<file path="config.mk">
export PLATFORM = sky130hd
export DESIGN_NAME = fetch_unit
export DESIGN_NICKNAME = d
export VERILOG_FILES = /design/src/rtl/fetch_unit_pkg.sv /design/src/rtl/fetch_unit_queue.sv /design/src/rtl/fetch_unit.sv
export SDC_FILE = /design/constraint.sdc
export NUM_CORES = 1
export LEC_CHECK = 0
export ABC_AREA = 0
export CAP_MARGIN = 0
export CORE_MARGIN = 10
export CORE_UTILIZATION = 38
export DETAILED_ROUTE_END_ITERATION = 16
export PLACE_DENSITY = 0.67
export REMOVE_ABC_BUFFERS = 1
export SYNTH_ARGS = -nofsm -noshare
export SYNTH_HDL_FRONTEND = slang
export SYNTH_SLANG_ARGS = --single-unit
export TNS_END_PERCENT = 1
</file>
<file path="constraint.sdc">
create_clock -name clk -period 18.6 [get_ports clk]
set_input_delay 4.65 -clock clk [delete_from_list [all_inputs] [get_ports clk]]
set_output_delay 4.65 -clock clk [all_outputs]
set_load 0.01 [all_outputs]
</file>
<file path="src/rtl/fetch_unit_pkg.sv">
// rtl/fetch_unit_pkg.sv - shared types for the fetch front end
// Purpose: PcSel (shared with the branch unit), fetch FSM states, queue entry
// type and the target alignment helper.
package Bundle;

  localparam int FETCH_XLEN = 32;

  typedef enum logic [1:0] {
    PC_4     = 2'd0,
    PC_BRJMP = 2'd1,
    PC_JALR  = 2'd2,
    PC_EXC   = 2'd3
  } PcSel;

  typedef enum logic [1:0] {
    REQ   = 2'd0,
    WAIT  = 2'd1,
    DRAIN = 2'd2
  } FetchState;

  typedef struct packed {
    logic [FETCH_XLEN-1:0] pc;
    logic [FETCH_XLEN-1:0] inst;
  } FetchEntry;

  // Instruction addresses are word aligned; low two bits are dropped.
  function automatic logic [FETCH_XLEN-1:0] align_pc(input logic [FETCH_XLEN-1:0] addr);
    return {addr[FETCH_XLEN-1:2], 2'b00};
  endfunction

endpackage

</file>
<file path="src/rtl/fetch_unit_queue.sv">
// rtl/fetch_unit_queue.sv - 2-entry FIFO between fetch and decode
// Purpose: holds fetched {pc, inst} pairs; flush overrides push and pop.
// Ports: clk, reset (async, active high), push/push_entry, pop, flush,
//        head (oldest entry), count (0..2).
module fetch_queue
  import Bundle::*;
(
  input  logic      clk,
  input  logic      reset,
  input  logic      push,
  input  FetchEntry push_entry,
  input  logic      pop,
  input  logic      flush,
  output FetchEntry head,
  output logic [1:0] count
);

  FetchEntry mem [2];
  logic      rd_ptr;
  logic      wr_ptr;

  assign head = mem[rd_ptr];

  always_ff @(posedge clk or posedge reset) begin
    if (reset) begin
      for (int i = 0; i < 2; i++) mem[i] <= '0;
      rd_ptr <= 1'b0;
      wr_ptr <= 1'b0;
      count  <= 2'd0;
    end else if (flush) begin
      rd_ptr <= 1'b0;
      wr_ptr <= 1'b0;
      count  <= 2'd0;
    end else begin
      if (push) begin
        mem[wr_ptr] <= push_entry;
        wr_ptr      <= ~wr_ptr;
      end
      if (pop) rd_ptr <= ~rd_ptr;
      count <= count + {1'b0, push} - {1'b0, pop};
    end
  end

endmodule

</file>
<file path="src/rtl/fetch_unit.sv">
// rtl/fetch_unit.sv - instruction fetch front end
// Purpose: fetch PC register, redirect target mux, single-outstanding imem
// request FSM with stale-response drain, and the decode-side queue.
// Ports: clk, reset; ex_valid/pc_sel/br_target/jalr_target/exc_vector from the
//        branch unit; imem_req_* / imem_resp_* to instruction memory;
//        if_valid/if_ready/if_pc/if_inst to decode.
module fetch_unit
  import Bundle::*;
#(
  parameter int              XLEN     = FETCH_XLEN,
  parameter logic [XLEN-1:0] RESET_PC = 32'h8000_0000
) (
  input  logic            clk,
  input  logic            reset,
  input  logic            ex_valid,
  input  PcSel            pc_sel,
  input  logic [XLEN-1:0] br_target,
  input  logic [XLEN-1:0] jalr_target,
  input  logic [XLEN-1:0] exc_vector,
  output logic            imem_req_valid,
  input  logic            imem_req_ready,
  output logic [XLEN-1:0] imem_req_addr,
  input  logic            imem_resp_valid,
  input  logic [XLEN-1:0] imem_resp_data,
  output logic            if_valid,
  input  logic            if_ready,
  output logic [XLEN-1:0] if_pc,
  output logic [XLEN-1:0] if_inst
);

  FetchState       state;
  logic [XLEN-1:0] pc;
  logic [XLEN-1:0] req_pc;
  logic [XLEN-1:0] target;
  logic            redirect;
  logic            accept;
  logic            push;
  logic            pop;
  logic [1:0]      count;
  FetchEntry       head;
  FetchEntry       push_entry;

  assign redirect = ex_valid && (pc_sel != PC_4);

  always_comb begin
    target = pc;
    case (pc_sel)
      PC_BRJMP: target = align_pc(br_target);
      PC_JALR:  target = align_pc(jalr_target);
      PC_EXC:   target = align_pc(exc_vector);
      default:  target = pc;
    endcase
  end

  // Issue is gated on queue space so a returning response always fits.
  assign imem_req_valid = (state == REQ) && (count < 2'd2);
  assign imem_req_addr  = pc;
  assign accept         = imem_req_valid && imem_req_ready;

  // Only a response to a live request, not overtaken by a redirect, is kept.
  assign push       = (state == WAIT) && imem_resp_valid && !redirect;
  assign pop        = if_valid && if_ready;
  assign push_entry = '{pc: req_pc, inst: imem_resp_data};

  always_ff @(posedge clk or posedge reset) begin
    if (reset) begin
      state  <= REQ;
      pc     <= RESET_PC;
      req_pc <= '0;
    end else begin
      if (redirect)    pc <= target;
      else if (accept) pc <= pc + XLEN'(4);

      case (state)
        REQ: begin
          if (accept) begin
            req_pc <= pc;
            state  <= redirect ? DRAIN : WAIT;
          end
        end
        WAIT: begin
          // A response coinciding with a redirect is simply discarded.
          if (imem_resp_valid) state <= REQ;
          else if (redirect)   state <= DRAIN;
        end
        DRAIN: begin
          if (imem_resp_valid) state <= REQ;
        end
        default: state <= REQ;
      endcase
    end
  end

  fetch_queue u_queue (
    .clk        (clk),
    .reset      (reset),
    .push       (push),
    .push_entry (push_entry),
    .pop        (pop),
    .flush      (redirect),
    .head       (head),
    .count      (count)
  );

  assign if_valid = (count != 2'd0);
  assign if_pc    = head.pc;
  assign if_inst  = head.inst;

endmodule

</file>
==> impl_metrics.yaml, run 1 <==
hold_path:
  hold_depth: 1
  hp-class: "reg -> reg"
  whs_endpoint: "u_queue.mem[118]$_DFFE_PP0P_"
  hp-start: "u_queue.mem[118]$_DFFE_PP0P_"
cts:
  cts_tree: "built"
  cts_hold_buf: 0
  cts-resized-gates: 0
  clk_latency_ps: 430
  post_cts_buffers: 0
  htreeDepth: 4
  path_clk_slew_ps: 70
  cts_sinks: 190
  numCtsBuffers: 17
  clk_path_buf_depth: 2
  clock-root-buffer: "clkbuf_16"
cells_and_area:
  multi_input_area_sq_um: 4327
  nNetsFinal: 1150
  diodes: 0
  nFillCells: 2173
  seq_area_sq_um: 4760
  areaGrowthSynthToFinish_pct: 33.21
  final_layout_size_suffix_gt1_share_pct: 23.73
critical_path:
  reg2reg_depth: 4
  r2r_end: "u_queue.mem[124]$_DFFE_PP0P_"
  startpoint: "pc_sel[0]"
  critPathArrivalTime_ps: 7690
  endpoint_kind: "flip-flop"
  ff2ff_setup_slack_ps: 15760
  start_kind: "input port"
  required_ps: 18910
  criticalPathCategory: "in -> reg"
  reg2reg_from: "state[1]$_DFFE_PP0P_"
  critical_path.max_fanout: 44
logic_synthesis:
  syn_area_sq_um: 9306
  synth.most_common_cell: "dfrtp_1"
  synth.distinct_cells: 56
  syn_inst: 810
  synth_flop_cell: "dfrtp_1"
  synth_area_per_cell_sq_um: 11.49
  synth_top_cell_by_area: "dfrtp_1"
  synth_seq_cells: 190
  async_flop_share_pct: 100.0
  seq_area_frac_synth_pct: 51.10
  synth-edff-count: 0
  yosysWarnings: 0
  synth_common_cells: "dfrtp_1 (189), mux2_2 (183), nand2_1 (144)"
  synth_area_leaders: "dfrtp_1 (51%), mux2_2 (22%), nand2_1 (5.8%)"
  synth_top_area_share_pct: 50.82
routing:
  viasPerCell: 5.070
  wl_per_cell_um: 19.25
  dr.pass1.iters: 4
  drt_iter0_drc: 403
  num_vias: 6835
  ant_nets: 0
  drt_wl_total_um: 25950
  drc: 0
timing:
  max_freq_mhz: 135.6
  skew_ps: 12.47
  rsz0062_at_grt: "false"
  finalCriticalPeriod_ps: 7373
  period_share_pct: 39.64
  fin_tns_setup_ps: 0
  finalSetupViolCount: 0
  final_hold_viol_count: 0
  finalMaxSlewViolations: 0
  worst_slew_pin_slew_ps: 1099
  max_slew_margin_pct: 26.47
floorplanning:
  die_h_um: 176.5
  start_util_pct: 38.49
  die-area_sq_um: 31150
  ios: 234
  num_rows: 57
  coreArea_sq_um: 24180
  dieWidth_um: 176.5
global_routing:
  grt_pass1_wl_um: 40700
  grt_pass1_vias: 7050
  gr-total-overflow: 0
  grt_max_degree: 126
  grt_use_total_pct: 16.45
  antenna_found_initial: 1
power_and_ir_drop:
  comb_power_share_pct: 39.2
  powerDensity_nw_per_um2: 141.2
  finalPower_w: 0.001751
  p_sw_w: 0.0005779
  pwr-share-seq_pct: 39.7
  swShare_pct: 33.01
  irDropWorstVdd_mv: 0.06731
  power_frac_clock_pct: 21.1
  p_int_w: 0.001173
  p_leak_nw: 5.489
placement:
  gp_congestion: 0.7641
  dp_hpwl_um: 17510
  io_buffers: 223
run_status:
  status: "complete, no violations"
flow_run:
  drv_cap: 0
[power groups by stage]
stage               Combinational [W]  Clock, W  Sequential, W
detailed placement           0.000694         0       0.000704
global placement             0.000686         0       0.000697
CTS                          0.000700  0.000380       0.000697
finish                       0.000686  0.000370       0.000695
global route                 0.000748  0.000400       0.000721
floorplan                    0.000384         0       0.000664
[sequential cells by signal, indices dropped and copies added, names as in the netlist]
register        count
imem_req_addr      30
req_pc             30
u_queue.mem       124
state               2
u_queue.wr_ptr      1
u_queue.count       2
u_queue.rd_ptr      1
[area by class of cell]
| class | instances | share of cell area [%] |
|---|---|---|
| multi-input combinational | 564 | 34.90 |
| sequential | 190 | 38.39 |
| clock inverter | 13 | 1.241 |
| timing repair buffer | 233 | 18.49 |
| inverter | 5 | 0.2119 |
| clock buffer | 19 | 3.492 |
| tap | 324 | 3.270 |
[cells by family after synthesis]
group	synth area share [%]
compound gates	5.526
xor+xnor	1.882
fa+ha+maj	0.4034
buf+inv	2.864
flops	51.10
mux	25.97
other cells	0.04029
simple gates	12.21
[metal layers]
metal	share of wire, %	vias to the layer above	GRT usage, %
li1	-	3262	-
met1	46	3357	21.97
met2	46	195	25.68
met3	7.0	19	4.891
met4	1.2	2	3.888
met5	0.069	-	0
[through the flow]
stage | cells | worst slack [ps] | area, sq um | util, % | hold slack, ps
6_report | 1348 | 11230 | 12400 | 51.28 | 486.0
5_1_grt | 1348 | 11040 | 12400 | 51.28 | 508.7
4_1_cts | 1348 | 11160 | 12400 | 51.28 | 492.5
3_5_place_dp | 1316 | 10690 | 11810 | 48.85 | 475.5
3_3_place_gp | 1316 | 10700 | 11810 | 48.85 | 464.3
2_1_floorplan | 759 | 8781 | 9070 | - | 454.1
[worst max-delay path, stage by stage]
cell	delay [ps]
buf_2	100
buf_4	320
o21a_1	490
nor3_4	970
buf_4	690
mux2_2	410
[placed cells by master, fill, tap and decap left out, types with 8 or more instances in the layout]
master	synthesis	routed
nand2_1	144	143
nand3_1	19	19
dfrtp_1	189	188
clkbuf_16	0	17
nor3_1	9	9
o21ai_0	28	28
a22oi_1	12	12
clkdlybuf4s50_1	0	220
xnor2_1	13	13
a21oi_1	12	12
a22o_1	9	9
mux2_2	183	183
mux2i_1	30	30
nand4_1	8	8
nor2_1	17	17
and3_1	9	9
buf_4	4	10
[worst max-delay path by stage]
stage / end / slack [ps]
after floorplan: imem_req_addr[10]$_DFFE_PP0P_ / 8780
after global placement: u_queue.mem[87]$_DFFE_PP0P_ / 10700
after detailed placement: u_queue.mem[76]$_DFFE_PP0P_ / 10690
after CTS: u_queue.mem[124]$_DFFE_PP0P_ / 11160
after global routing: u_queue.mem[70]$_DFFE_PP0P_ / 11040
final: u_queue.mem[124]$_DFFE_PP0P_ / 11230
Power figures use the tool's default switching activity.
==> run 2: changes to the inputs <==
==> constraint.sdc (replaced) <==
create_clock -name clk -period 7.1 [get_ports clk]
set_input_delay 1.775 -clock clk [delete_from_list [all_inputs] [get_ports clk]]
set_output_delay 1.775 -clock clk [all_outputs]
set_load 0.01 [all_outputs]
==> impl_metrics.yaml, run 2 (same netlist as run 1, synthesis figures left out) <==
critical_path:
  required_ps: 5330
  start_kind: "flip-flop"
  ff2ff_setup_slack_ps: 4550
  critical_path.max_fanout: 63
  criticalPathCategory: "reg -> out"
  critPathArrivalTime_ps: 2500
  endpoint_kind: "primary output"
hold_path:
  hp-class: "reg -> reg"
global_routing:
  grt_pass1_wl_um: 40280
  grt_use_total_pct: 16.31
  grt_max_degree: 149
  gr-total-overflow: 0
  grt_pass1_vias: 7025
  antenna_found_initial: 1
routing:
  dr.pass1.iters: 4
  wl_per_cell_um: 19.23
  drc: 0
  ant_nets: 0
  drt_wl_total_um: 25940
  viasPerCell: 5.036
  drt_iter0_drc: 358
  num_vias: 6793
timing:
  final_hold_viol_count: 0
  max_freq_mhz: 234.0
  fin_ws_ps: 2826
  rsz0062_at_grt: "false"
  skew_ps: 10.21
  finalCriticalPeriod_ps: 4274
  max_slew_margin_pct: 29.56
  period_share_pct: 60.20
  whs_ps: 484.7
  finalMaxSlewViolations: 0
  worst_slew_pin_slew_ps: 1057
  fin_tns_setup_ps: 0
  finalSetupViolCount: 0
cells_and_area:
  diodes: 0
  nFillCells: 2164
  seq_area_sq_um: 4760
  fin_area_sq_um: 12370
  most-common-layout-cells: "clkdlybuf4s50_1 (220), dfrtp_1 (188), mux2_2 (183), nand2_1 (143), mux2i_1 (30)"
  final_layout_size_suffix_gt1_share_pct: 23.90
  areaGrowthSynthToFinish_pct: 32.97
  top_register: "u_queue.mem"
  layout_commonest_cell: "clkdlybuf4s50_1"
  multi_input_area_sq_um: 4327
  largest_reg_flops: 124
  nNetsFinal: 1151
cts:
  cts_sinks: 190
  cts_hold_buf: 0
  path_clk_slew_ps: 80
  htreeDepth: 4
  numCtsBuffers: 17
  clk_path_buf_depth: 2
  cts_tree: "built"
  clock-root-buffer: "clkbuf_16"
  clk_latency_ps: 430
  cts-resized-gates: 0
  post_cts_buffers: 0
floorplanning:
  coreArea_sq_um: 24180
  die_h_um: 176.5
  die-area_sq_um: 31150
  dieWidth_um: 176.5
  num_rows: 57
  ios: 234
  start_util_pct: 38.49
power_and_ir_drop:
  powerDensity_nw_per_um2: 366.4
  irDropWorstVdd_mv: 0.1809
  p_leak_nw: 5.480
flow_run:
  drv_cap: 0
placement:
  pre_cts_ws_ps: 2472
  io_buffers: 223
  place_area_sq_um: 11820
  dp_hpwl_um: 17290
  gp_congestion: 0.7638
run_status:
  status: "complete, no violations"
-- run 2: cell types whose count changed in the layout (fill, tap and decap cells not counted), sizes merged --
cell,delta
buf,+1
bufinv,-2
clkbuf,-1
clkinv,+3
-- run 2: report_power, final --
part           internal [W]  switching (W)  leakage (nW)
registers           0.00148       0.000347          2.36
clock network      0.000462       0.000455         0.264
logic               0.00106       0.000727          2.86
total               0.00301        0.00153          5.48
-- run 2: routing by layer --
layer | global-route usage (%) | up-vias | part of all wire (%)
li1 | - | 3256 | -
met1 | 21.84 | 3328 | 48
met2 | 25.09 | 190 | 44
met3 | 4.848 | 17 | 6.9
met4 | 4.588 | 2 | 1.1
met5 | 0 | - | 0.069
-- run 2: area by class of cell --
class                           instances  area share (%)
Clock buffer                           18           3.468
Multi-Input combinational cell        564           34.96
Tap cell                              324           3.276
Sequential cell                       190           38.46
Inverter                                5          0.2123
Clock inverter                         14           1.031
Timing Repair Buffer                  234           18.58
-- run 2: path summary, 6_finish.rpt --
check	cells past startpoint	from	to
max	2	u_queue.rd_ptr$_DFFE_PP0P_	if_pc[24]
min	1	u_queue.mem[71]$_DFFE_PP0P_	u_queue.mem[71]$_DFFE_PP0P_
max reg2reg	6	state[1]$_DFFE_PP0P_	imem_req_addr[25]$_DFFE_PP0P_
min reg2reg	1	u_queue.mem[71]$_DFFE_PP0P_	u_queue.mem[71]$_DFFE_PP0P_
max in group asynchronous	3	reset	u_queue.rd_ptr$_DFFE_PP0P_
min in group asynchronous	2	reset	u_queue.mem[7]$_DFFE_PP0P_
-- run 2: per-stage QoR --
stage / util [%] / std cells / total power (W)
detailed placement: 48.88 / 1317 / 0.003656
floorplan: - / 759 / 0.002747
finish: 51.18 / 1349 / 0.004534
global route: 51.18 / 1349 / 0.004836
global placement: 48.88 / 1317 / 0.003624
CTS: 51.18 / 1349 / 0.004595
-- run 2: critical path: stages, from the launching register on --
cell             delay [ps]
dfrtp_4                1100
mux2_2                  420
clkdlybuf4s50_1         520
==> run 3: changes to the inputs <==
==> constraint.sdc (replaced) <==
create_clock -name clk -period 4.1 [get_ports clk]
set_input_delay 1.025 -clock clk [delete_from_list [all_inputs] [get_ports clk]]
set_output_delay 1.025 -clock clk [all_outputs]
set_load 0.01 [all_outputs]
==> impl_metrics.yaml, run 3 (same netlist as run 1, synthesis figures left out) <==
floorplanning:
  die-area_sq_um: 31150
  die_h_um: 176.5
  dieWidth_um: 176.5
  coreArea_sq_um: 24180
  num_rows: 57
  ios: 234
  start_util_pct: 38.49
timing:
  period_share_pct: 84.19
  rsz0062_at_grt: "false"
  final_hold_viol_count: 0
  worst_slew_pin_slew_ps: 973.3
  finalSetupViolCount: 0
  max_slew_margin_pct: 35.12
  finalCriticalPeriod_ps: 3452
  whs_ps: 490.9
  skew_ps: 10.68
  fin_tns_setup_ps: 0
  finalMaxSlewViolations: 0
  max_freq_mhz: 289.7
routing:
  num_vias: 6850
  ant_nets: 0
  dr.pass1.iters: 4
  wl_per_cell_um: 19.18
  drt_wl_total_um: 26010
  drc: 0
  drt_iter0_drc: 344
  viasPerCell: 5.052
cts:
  clock-root-buffer: "clkbuf_16"
  htreeDepth: 4
  clk_latency_ps: 430
  cts_tree: "built"
  cts_hold_buf: 0
  numCtsBuffers: 17
  post_cts_buffers: 0
  clk_path_buf_depth: 2
  path_clk_slew_ps: 70
  cts_sinks: 190
  cts-resized-gates: 0
cells_and_area:
  final_layout_size_suffix_gt1_share_pct: 24.42
  top_register: "u_queue.mem"
  largest_reg_flops: 124
  fin_area_sq_um: 12450
  layout_commonest_cell: "clkdlybuf4s50_1"
  diodes: 0
  most-common-layout-cells: "clkdlybuf4s50_1 (220), dfrtp_1 (188), mux2_2 (183), nand2_1 (143), mux2i_1 (30)"
  final_util_pct: 51.48
  nNetsFinal: 1158
  areaGrowthSynthToFinish_pct: 33.73
critical_path:
  criticalPathCategory: "reg -> out"
  reg2reg_from: "state[1]$_DFFE_PP0P_"
  start_kind: "flip-flop"
  critPathBufInv: 2
  ff2ff_setup_slack_ps: 1710
  endpoint_kind: "primary output"
  path_cells: "buf_12, mux2_2, clkdlybuf4s50_1"
  r2r_end: "imem_req_addr[17]$_DFFE_PP0P_"
  required_ps: 3070
  critPathArrivalTime_ps: 2430
  reg2reg_depth: 6
  critical_path.max_fanout: 34
  slowest_stage: "dfrtp_4"
  critPathTopFamily: "flip-flops"
  cpPeakStageDelay_ps: 810
global_routing:
  grt_pass1_vias: 7175
  grt_pass1_wl_um: 41010
  antenna_found_initial: 1
  grt_max_degree: 85
  grt_use_total_pct: 16.50
  gr-total-overflow: 0
power_and_ir_drop:
  p_leak_nw: 5.518
  powerDensity_nw_per_um2: 632.9
  irDropWorstVdd_mv: 0.2195
placement:
  gp_congestion: 0.7639
  io_buffers: 223
  place_area_sq_um: 11900
  dp_hpwl_um: 18230
run_status:
  status: "complete, no violations"
hold_path:
  hp-class: "reg -> reg"
  hold_depth: 1
  hp-start: "u_queue.mem[71]$_DFFE_PP0P_"
  whs_endpoint: "u_queue.mem[71]$_DFFE_PP0P_"
flow_run:
  drv_cap: 0
-- run 3: routing by layer --
metal / up-vias / routed length (um) / track usage (%)
met5: - / 20 / 0
met4: 2 / 159 / 3.503
met3: 9 / 2063 / 5.105
met2: 203 / 11770 / 25.36
met1: 3363 / 12000 / 22.42
li1: 3273 / - / -
-- run 3: where the power goes --
part | switching [W] | internal (W) | leakage, nW
clock network | 0.000778 | 0.000799 | 0.260
logic | 0.00130 | 0.00187 | 2.90
registers | 0.000564 | 0.00256 | 2.36
-- run 3: worst max path at each step --
stage                               start                       endpoint  cells past startpoint
3_5_place_dp               imem_req_ready  imem_req_addr[17]$_DFFE_PP0P_                      7
6_report       u_queue.rd_ptr$_DFFE_PP0P_                    if_inst[16]                      3
3_3_place_gp               imem_req_ready  imem_req_addr[17]$_DFFE_PP0P_                      7
2_1_floorplan                       reset  imem_req_addr[10]$_DFFE_PP0P_                      1
5_1_grt        u_queue.rd_ptr$_DFFE_PP0P_                      if_pc[21]                      3
4_1_cts        u_queue.rd_ptr$_DFFE_PP0P_                      if_pc[20]                      3
-- run 3: through the flow --
step | total power (W) | setup WS (ps) | instances
3_3_place_gp | 0.006308 | 777.4 | 1324
4_1_cts | 0.007993 | 609.6 | 1356
6_report | 0.007877 | 648.2 | 1356
2_1_floorplan | 0.004757 | -2094 | 759
5_1_grt | 0.008399 | 551.0 | 1356
3_5_place_dp | 0.006377 | 766.2 | 1324
-- run 3: layout make-up --
class,instances,area [sq um]
fill,2222,11730
sequential,190,4760
multi-input combinational,564,4327
timing repair buffer,241,2377
clock buffer,18,429.2
tap,324,405.4
clock inverter,14,121.4
inverter,5,26.28
